==> config.mk <==
export PLATFORM = sky130hd
export DESIGN_NAME = i2c_master_byte_flat
export DESIGN_NICKNAME = d
export VERILOG_FILES = /design/src/rtl/i2c_pkg.sv /design/src/rtl/i2c_master_byte_if.sv /design/src/rtl/i2c_qtick_gen.sv /design/src/rtl/i2c_master_byte.sv /design/src/flat_wrapper.sv
export SDC_FILE = /design/constraint.sdc
export NUM_CORES = 1
export LEC_CHECK = 0
export CORE_ASPECT_RATIO = 0.8
export CORE_UTILIZATION = 54
export CTS_CLUSTER_SIZE = 16
export DETAILED_ROUTE_END_ITERATION = 10
export HOLD_SLACK_MARGIN = 0.02
export MAX_ROUTING_LAYER = met4
export PLACE_DENSITY = 0.79
export SLEW_MARGIN = 20
export SYNTH_ARGS = -nofsm -noshare
export SYNTH_HDL_FRONTEND = slang
export SYNTH_SLANG_ARGS = --single-unit
==> constraint.sdc <==
create_clock -name clk -period 2.1 [get_ports clk]
set_input_delay 0.21 -clock clk [delete_from_list [all_inputs] [get_ports clk]]
set_output_delay 0.21 -clock clk [all_outputs]
set_load 0.005 [all_outputs]
==> src/rtl/i2c_pkg.sv <==
// Shared encodings for the single-byte I2C master: FSM states, quarter phases,
// slot counts and the SCL/SDA drive pattern per state and phase.
package i2c_pkg;

  typedef enum logic [2:0] {
    IDLE  = 3'd0,
    START = 3'd1,
    ADDR  = 3'd2,
    ACK1  = 3'd3,
    DATA  = 3'd4,
    ACK2  = 3'd5,
    STOP  = 3'd6,
    DONE  = 3'd7
  } i2c_state_e;

  localparam logic [1:0] Q0 = 2'd0;
  localparam logic [1:0] Q1 = 2'd1;
  localparam logic [1:0] Q2 = 2'd2;
  localparam logic [1:0] Q3 = 2'd3;

  localparam int unsigned SLOTS_FULL      = 20;
  localparam int unsigned SLOTS_ADDR_NACK = 11;

  // Returns {scl_low, sda_low}; bit_v is the data bit to present (1 = released).
  function automatic logic [1:0] bus_drive(input i2c_state_e st, input logic [1:0] ph,
                                           input logic bit_v);
    logic scl_low;
    logic sda_low;
    scl_low = 1'b0;
    sda_low = 1'b0;
    case (st)
      START: begin
        scl_low = (ph == Q3);
        sda_low = (ph >= Q2);
      end
      ADDR, DATA: begin
        scl_low = (ph <= Q1);
        sda_low = ~bit_v;
      end
      ACK1, ACK2: begin
        scl_low = (ph <= Q1);
        sda_low = 1'b0;
      end
      STOP: begin
        scl_low = (ph <= Q1);
        sda_low = (ph != Q3);
      end
      default: begin
        scl_low = 1'b0;
        sda_low = 1'b0;
      end
    endcase
    return {scl_low, sda_low};
  endfunction

endpackage

==> src/rtl/i2c_master_byte_if.sv <==
// Command/response handshake and open-drain pad signals of the I2C master.
// The master modport is the I2C block itself; slave is the requester/pad side.
interface i2c_master_byte_if;
  logic       cmd_valid;
  logic       cmd_ready;
  logic [6:0] cmd_addr;
  logic       cmd_rw;
  logic [7:0] cmd_wdata;
  logic       rsp_valid;
  logic [7:0] rsp_rdata;
  logic       rsp_nack;
  logic       busy;
  logic       scl_oe;
  logic       sda_oe;
  logic       scl_i;
  logic       sda_i;

  modport master (
    input  cmd_valid, cmd_addr, cmd_rw, cmd_wdata, scl_i, sda_i,
    output cmd_ready, rsp_valid, rsp_rdata, rsp_nack, busy, scl_oe, sda_oe
  );

  modport slave (
    output cmd_valid, cmd_addr, cmd_rw, cmd_wdata, scl_i, sda_i,
    input  cmd_ready, rsp_valid, rsp_rdata, rsp_nack, busy, scl_oe, sda_oe
  );
endinterface

==> src/rtl/i2c_qtick_gen.sv <==
// Quarter-period tick generator: counts QDIV clk per quarter and steps a 2-bit
// phase. clr_i restarts at Q0; hold_i freezes the count (clock stretching).
module i2c_qtick_gen
  import i2c_pkg::*;
#(
  parameter int unsigned QDIV = 4
) (
  input  logic       clk,
  input  logic       rst_n,
  input  logic       clr_i,
  input  logic       hold_i,
  output logic       qtick_o,
  output logic [1:0] phase_o,
  output logic [1:0] phase_d_o
);

  localparam int unsigned CW = (QDIV > 1) ? $clog2(QDIV) : 1;

  logic [CW-1:0] cnt_q, cnt_d;
  logic [1:0]    phase_q, phase_d;

  // Next count/phase; qtick fires on the last clk of each quarter.
  always_comb begin
    cnt_d   = cnt_q;
    phase_d = phase_q;
    qtick_o = 1'b0;
    if (clr_i) begin
      cnt_d   = '0;
      phase_d = Q0;
    end else if (hold_i) begin
      cnt_d   = cnt_q;
    end else if (cnt_q == CW'(QDIV - 1)) begin
      cnt_d   = '0;
      phase_d = phase_q + 2'd1;
      qtick_o = 1'b1;
    end else begin
      cnt_d   = cnt_q + CW'(1);
    end
  end

  // Counter and phase registers.
  always_ff @(posedge clk or negedge rst_n) begin
    if (!rst_n) begin
      cnt_q   <= '0;
      phase_q <= Q0;
    end else begin
      cnt_q   <= cnt_d;
      phase_q <= phase_d;
    end
  end

  assign phase_o   = phase_q;
  assign phase_d_o = phase_d;

endmodule

==> src/rtl/i2c_master_byte.sv <==
// Single-byte I2C master: START, address+R/W, ACK, one data byte, ACK/NACK, STOP.
// Define I2C_MASTER_STRETCH_EN to let a slave stretch SCL during Q2.
module i2c_master_byte
  import i2c_pkg::*;
#(
  parameter int unsigned QDIV = 4
) (
  input  logic               clk,
  input  logic               rst_n,
  i2c_master_byte_if.master  bus
);

  i2c_state_e state_q, state_d;
  logic [7:0] sh_q, sh_d, wdata_q, wdata_d, rd_q, rd_d;
  logic [7:0] rsp_rdata_q, rsp_rdata_d;
  logic [2:0] bit_q, bit_d;
  logic       rw_q, rw_d, nack_q, nack_d;
  logic       cmd_ready_q, cmd_ready_d, busy_q, busy_d;
  logic       rsp_valid_q, rsp_valid_d, rsp_nack_q, rsp_nack_d;
  logic       scl_oe_q, scl_oe_d, sda_oe_q, sda_oe_d;
  logic       accept, qtick, hold, slot_end, sample, tx_bit;
  logic [1:0] phase, phase_nx;

  assign accept   = bus.cmd_valid && cmd_ready_q;
  assign slot_end = qtick && (phase == Q3);
  assign sample   = qtick && (phase == Q2);

`ifdef I2C_MASTER_STRETCH_EN
  assign hold = busy_q && (phase == Q2) && !bus.scl_i;
`else
  assign hold = 1'b0;
`endif

  i2c_qtick_gen #(.QDIV(QDIV)) u_qtick (
    .clk       (clk),
    .rst_n     (rst_n),
    .clr_i     (accept),
    .hold_i    (hold),
    .qtick_o   (qtick),
    .phase_o   (phase),
    .phase_d_o (phase_nx)
  );

  // Transaction sequencing, shifting, sampling and response capture.
  always_comb begin
    state_d     = state_q;
    sh_d        = sh_q;
    wdata_d     = wdata_q;
    rd_d        = rd_q;
    bit_d       = bit_q;
    rw_d        = rw_q;
    nack_d      = nack_q;
    cmd_ready_d = cmd_ready_q;
    busy_d      = busy_q;
    rsp_valid_d = 1'b0;
    rsp_rdata_d = rsp_rdata_q;
    rsp_nack_d  = rsp_nack_q;
    case (state_q)
      IDLE: begin
        if (accept) begin
          state_d     = START;
          sh_d        = {bus.cmd_addr, bus.cmd_rw};
          wdata_d     = bus.cmd_wdata;
          rw_d        = bus.cmd_rw;
          rd_d        = 8'h00;
          nack_d      = 1'b0;
          bit_d       = 3'd0;
          cmd_ready_d = 1'b0;
          busy_d      = 1'b1;
        end else begin
          state_d = IDLE;
        end
      end
      START: begin
        if (slot_end) state_d = ADDR;
        else          state_d = START;
      end
      ADDR, DATA: begin
        if (sample && rw_q && (state_q == DATA)) rd_d = {rd_q[6:0], bus.sda_i};
        else                                     rd_d = rd_q;
        if (slot_end) begin
          sh_d = {sh_q[6:0], 1'b0};
          if (bit_q == 3'd7) begin
            bit_d   = 3'd0;
            state_d = (state_q == ADDR) ? ACK1 : ACK2;
          end else begin
            bit_d   = bit_q + 3'd1;
          end
        end else begin
          sh_d = sh_q;
        end
      end
      ACK1: begin
        if (sample && bus.sda_i) nack_d = 1'b1;
        else                     nack_d = nack_q;
        // nack_q was already updated at the Q2 sample, well before slot end.
        if (slot_end) begin
          sh_d    = wdata_q;
          state_d = nack_q ? STOP : DATA;
        end else begin
          state_d = ACK1;
        end
      end
      ACK2: begin
        if (sample && !rw_q && bus.sda_i) nack_d = 1'b1;
        else                              nack_d = nack_q;
        if (slot_end) state_d = STOP;
        else          state_d = ACK2;
      end
      STOP: begin
        if (slot_end) state_d = DONE;
        else          state_d = STOP;
      end
      DONE: begin
        state_d     = IDLE;
        rsp_valid_d = 1'b1;
        rsp_rdata_d = rd_q;
        rsp_nack_d  = nack_q;
        cmd_ready_d = 1'b1;
        busy_d      = 1'b0;
      end
      default: begin
        state_d = IDLE;
      end
    endcase
  end

  // Pad drive is computed from next state/phase so the lines move with the phase.
  always_comb begin
    tx_bit = ((state_d == DATA) && rw_d) ? 1'b1 : sh_d[7];
    {scl_oe_d, sda_oe_d} = bus_drive(state_d, phase_nx, tx_bit);
  end

  // State and registered outputs; reset releases both lines immediately.
  always_ff @(posedge clk or negedge rst_n) begin
    if (!rst_n) begin
      state_q     <= IDLE;
      sh_q        <= 8'h00;
      wdata_q     <= 8'h00;
      rd_q        <= 8'h00;
      bit_q       <= 3'd0;
      rw_q        <= 1'b0;
      nack_q      <= 1'b0;
      cmd_ready_q <= 1'b1;
      busy_q      <= 1'b0;
      rsp_valid_q <= 1'b0;
      rsp_rdata_q <= 8'h00;
      rsp_nack_q  <= 1'b0;
      scl_oe_q    <= 1'b0;
      sda_oe_q    <= 1'b0;
    end else begin
      state_q     <= state_d;
      sh_q        <= sh_d;
      wdata_q     <= wdata_d;
      rd_q        <= rd_d;
      bit_q       <= bit_d;
      rw_q        <= rw_d;
      nack_q      <= nack_d;
      cmd_ready_q <= cmd_ready_d;
      busy_q      <= busy_d;
      rsp_valid_q <= rsp_valid_d;
      rsp_rdata_q <= rsp_rdata_d;
      rsp_nack_q  <= rsp_nack_d;
      scl_oe_q    <= scl_oe_d;
      sda_oe_q    <= sda_oe_d;
    end
  end

  assign bus.cmd_ready = cmd_ready_q;
  assign bus.busy      = busy_q;
  assign bus.rsp_valid = rsp_valid_q;
  assign bus.rsp_rdata = rsp_rdata_q;
  assign bus.rsp_nack  = rsp_nack_q;
  assign bus.scl_oe    = scl_oe_q;
  assign bus.sda_oe    = sda_oe_q;

endmodule

==> src/flat_wrapper.sv <==
// flat-port wrapper written by rule: the top's interface ports become plain ports
module i2c_master_byte_flat import i2c_pkg::*;
#(
  parameter int unsigned QDIV = 4
)
  (clk, rst_n, bus_cmd_valid, bus_cmd_addr, bus_cmd_rw, bus_cmd_wdata, bus_scl_i, bus_sda_i, bus_cmd_ready, bus_rsp_valid, bus_rsp_rdata, bus_rsp_nack, bus_busy, bus_scl_oe, bus_sda_oe);
  i2c_master_byte_if bus_i ();
  input  logic clk;
  input  logic rst_n;
  input wire logic [$bits(bus_i.cmd_valid)-1:0] bus_cmd_valid;
  input wire logic [$bits(bus_i.cmd_addr)-1:0] bus_cmd_addr;
  input wire logic [$bits(bus_i.cmd_rw)-1:0] bus_cmd_rw;
  input wire logic [$bits(bus_i.cmd_wdata)-1:0] bus_cmd_wdata;
  input wire logic [$bits(bus_i.scl_i)-1:0] bus_scl_i;
  input wire logic [$bits(bus_i.sda_i)-1:0] bus_sda_i;
  output wire logic [$bits(bus_i.cmd_ready)-1:0] bus_cmd_ready;
  output wire logic [$bits(bus_i.rsp_valid)-1:0] bus_rsp_valid;
  output wire logic [$bits(bus_i.rsp_rdata)-1:0] bus_rsp_rdata;
  output wire logic [$bits(bus_i.rsp_nack)-1:0] bus_rsp_nack;
  output wire logic [$bits(bus_i.busy)-1:0] bus_busy;
  output wire logic [$bits(bus_i.scl_oe)-1:0] bus_scl_oe;
  output wire logic [$bits(bus_i.sda_oe)-1:0] bus_sda_oe;
  assign bus_i.cmd_valid = bus_cmd_valid;
  assign bus_i.cmd_addr = bus_cmd_addr;
  assign bus_i.cmd_rw = bus_cmd_rw;
  assign bus_i.cmd_wdata = bus_cmd_wdata;
  assign bus_i.scl_i = bus_scl_i;
  assign bus_i.sda_i = bus_sda_i;
  assign bus_cmd_ready = bus_i.cmd_ready;
  assign bus_rsp_valid = bus_i.rsp_valid;
  assign bus_rsp_rdata = bus_i.rsp_rdata;
  assign bus_rsp_nack = bus_i.rsp_nack;
  assign bus_busy = bus_i.busy;
  assign bus_scl_oe = bus_i.scl_oe;
  assign bus_sda_oe = bus_i.sda_oe;
  i2c_master_byte #(.QDIV(QDIV)) u_core (.clk(clk), .rst_n(rst_n), .bus(bus_i));
endmodule
==> flow_summary.ini <==
[status]
status = complete, no violations

[floorplan]
fp-row-count = 21
initial_core_util_pct = 56.7
die_y_um = 61.4
fp.dieArea_sq_um = 4690
core_sq_um = 4200
ios = 35
die_width_um = 76.3

[power_and_ir_drop]
p_leak_nw = 1.40
ir_drop_uv = 586
total_power_mw = 2.51
p_per_area_nw_per_um2 = 855

[layout]
register_area_sq_um = 1250
num_antenna_cells = 0
fillers = 325
multi_input_area_sq_um = 990
postLayoutCellArea_sq_um = 2940
layout.cells.most_common = nand2_1
layout.cells.non_filler = 347
nNetsFinal = 316
final_util_pct = 70.0
syn_to_final_growth_pct = 23.4
final_cell_mix = nand2_1, dfrtp_1, clkdlybuf4s50_1, o21ai_0, inv_1
layout-drive-gt1-share_pct = 12.4

[clocking]
clock_latency_ns = 0.31
clock_path_buffers = 2
h-tree-depth = 2
cts_tree = built
post-cts-setup-buffers = 0
clockRootBuffer = clkbuf_8
clock_sinks = 50
cts_buffers = 5
path_clk_slew_ns = 0.09

[worst_setup_path]
crit_fanout = 4
path_cells = ha_1 -> ha_1 -> maj3_1 -> a32oi_1 -> o21ai_0 -> buf_4 -> o211ai_1 -> o31ai_2
critical_path_class = reg -> reg
critPathRequiredTime_ns = 2.29
max_stage_delay_ns = 0.40
crit_top_cell = ha_1
crit_arrival_ns = 2.15
worst_setup_path_start_kind = flop
worst_path_max_delay_cell = dfrtp_1
cp-end-kind = flop

[yosys]
yosysSeqAreaShare_pct = 52.5
ys_types = 50
synth_ff_type = dfrtp_1
async_reset_ff_share_pct = 100
synth_nets = 274
yosysWarnings = 0
ys_ff_latch = 50
synth_area_sq_um = 2380
synth_edf_count = 0
syn_avg_cell_area_sq_um = 9.65
syn-instance-count = 247

[grt]
antenna_found_initial = 0
grt_pass1_wl_um = 8170
grtUsageTotal_pct = 24.3
grt-ovfl-total = 0
grt_max_degree = 30
grt_pass1_vias = 1701

[route]
vias = 1903
route.detailed.drc = 0
wirelength_um = 5020
vias_per_cell = 5.48
wl_met2_um = 2340
highest_layer = met4
ant_nets = 0
wl_per_cell_um = 14.5
wl_met1_um = 2400
drtIter0Drc = 177
wl_met3_um = 217
dr.pass1.iters = 5

[timing]
finalSetupViolCount = 0
holdWs_ns = 0.406
rsz0062_at_grt = false
fin_ws_ns = 0.139
period_minus_slack_ns = 1.96
hold_violations = 0
report.final.slew_viol_count = 0
setup_tns_ns = 0
skew_ns = 0.00577
max_slew_margin_pct = 65.8
fmax_mhz = 510
worstMarginPinSlew_ns = 0.513
finalCritPeriodShare_pct = 93.4

[placement]
place_inst = 338
place_congestion = 0.892
port_buffers = 33
hpwlAfterDp_um = 3560
pre_cts_ws_ns = 0.0742
dpl_cell_area_sq_um = 2840

[flow_run]
cap_violations = 0

[worst_hold_path]
hold_path_class = in -> async
## layout make-up
cell class | instances | share of cell area [%]
clock buffers | 7 | 2.93
clock inverters | 1 | 0.170
inverters | 15 | 1.91
multi-input cells | 167 | 33.6
flip-flops and latches | 50 | 42.6
well taps | 57 | 2.42
repair buffers | 50 | 16.3
## routing by layer
layer	vias to the layer above	global-route usage, %
li1	938	-
met1	920	32.5
met2	36	36.8
met3	9	5.93
met4	0	8.52
met5	-	-
## final timing paths
| check | cells after the start | end | startpoint | slack, ns |
|---|---|---|---|---|
| worst max register to register | 8 | u_core.bus.sda_oe | u_core.bit_q[0] | 0.14 |
| worst max-delay path | 8 | u_core.bus.sda_oe | u_core.bit_q[0] | 0.14 |
| worst min-delay path | 2 | u_core.sh_q[3] | rst_n | 0.41 |
| worst min register to register | 1 | u_core.u_qtick.cnt_q[0] | u_core.u_qtick.cnt_q[0] | 0.46 |
| max in group asynchronous | 3 | u_core.bus.cmd_ready | rst_n | 1.09 |
| min in group clk | 3 | u_core.wdata_q[3] | bus_cmd_wdata[3] | 0.42 |
## cell families (layout without fill, tap and decap cells)
logic type / after synthesis / after routing / synth area share [%]
fa+ha+maj: 7 / 7 / 3.57
simple gates: 103 / 103 / 20.3
compound gates: 51 / 51 / 15.0
mux: 4 / 4 / 1.73
flops: 50 / 50 / 52.5
xor+xnor: 2 / 2 / 0.735
buf+inv: 30 / 73 / 6.14
## critical path: cells and delay by family, from the launching register on
family                     cells  cell delay [ns]
AOI/OAI and AO/OA              4             0.50
adders and majority gates      3             0.77
buffers and inverters          1             0.17
DFF                            1             0.40
## registers in the layout, summed over array words and instances (netlist names)
register                cells
u_core.bus.busy             1
u_core.bit_q                3
u_core.u_qtick.phase_o      2
u_core.bus.scl_oe           1
u_core.sh_q                 8
u_core.bus.rsp_valid        1
u_core.state_q              3
u_core.wdata_q              8
u_core.bus.cmd_ready        1
u_core.nack_q               1
u_core.rw_q                 1
u_core.u_qtick.cnt_q        2
u_core.bus.sda_oe           1
u_core.bus.rsp_nack         1
u_core.rd_q                 8
u_core.bus.rsp_rdata        8
## where the power goes
part	leakage (nW)	internal [mW]	switching (mW)
logic	0.719	0.288	0.292
registers	0.638	1.20	0.160
clock network	0.0482	0.266	0.306
total	1.40	1.76	0.758
## timing repair
item                                   in CTS  in global routing
endpoints found under the hold margin      21                  0
gates resized for setup                     0                  1
hold buffers                                1                  0
setup endpoints to repair                   0                  1
## synthesized netlist by cell type, types with 2 or more instances
| library cell | number | area share [%] |
|---|---|---|
| a211oi_1 | 2 | 0.63 |
| buf_2 | 6 | 1.3 |
| nand4_1 | 2 | 0.52 |
| o31ai_1 | 2 | 0.63 |
| and3_1 | 4 | 1.0 |
| nor2_1 | 8 | 1.3 |
| a21oi_1 | 2 | 0.42 |
| dfrtp_1 | 49 | 51 |
| clkbuf_1 | 5 | 0.79 |
| nand2_1 | 58 | 9.1 |
| mux2i_1 | 3 | 1.3 |
| a31oi_1 | 3 | 0.79 |
| nor2b_1 | 2 | 0.52 |
| buf_6 | 3 | 1.4 |
| xnor2_1 | 2 | 0.74 |
| nand3_1 | 14 | 2.9 |
| inv_1 | 15 | 2.4 |
| o21ai_0 | 22 | 4.6 |
| nand3b_1 | 2 | 0.63 |
| ha_1 | 6 | 3.1 |
| a222oi_1 | 6 | 2.5 |
| and3b_1 | 3 | 1.1 |
Power figures use the tool's default switching activity.
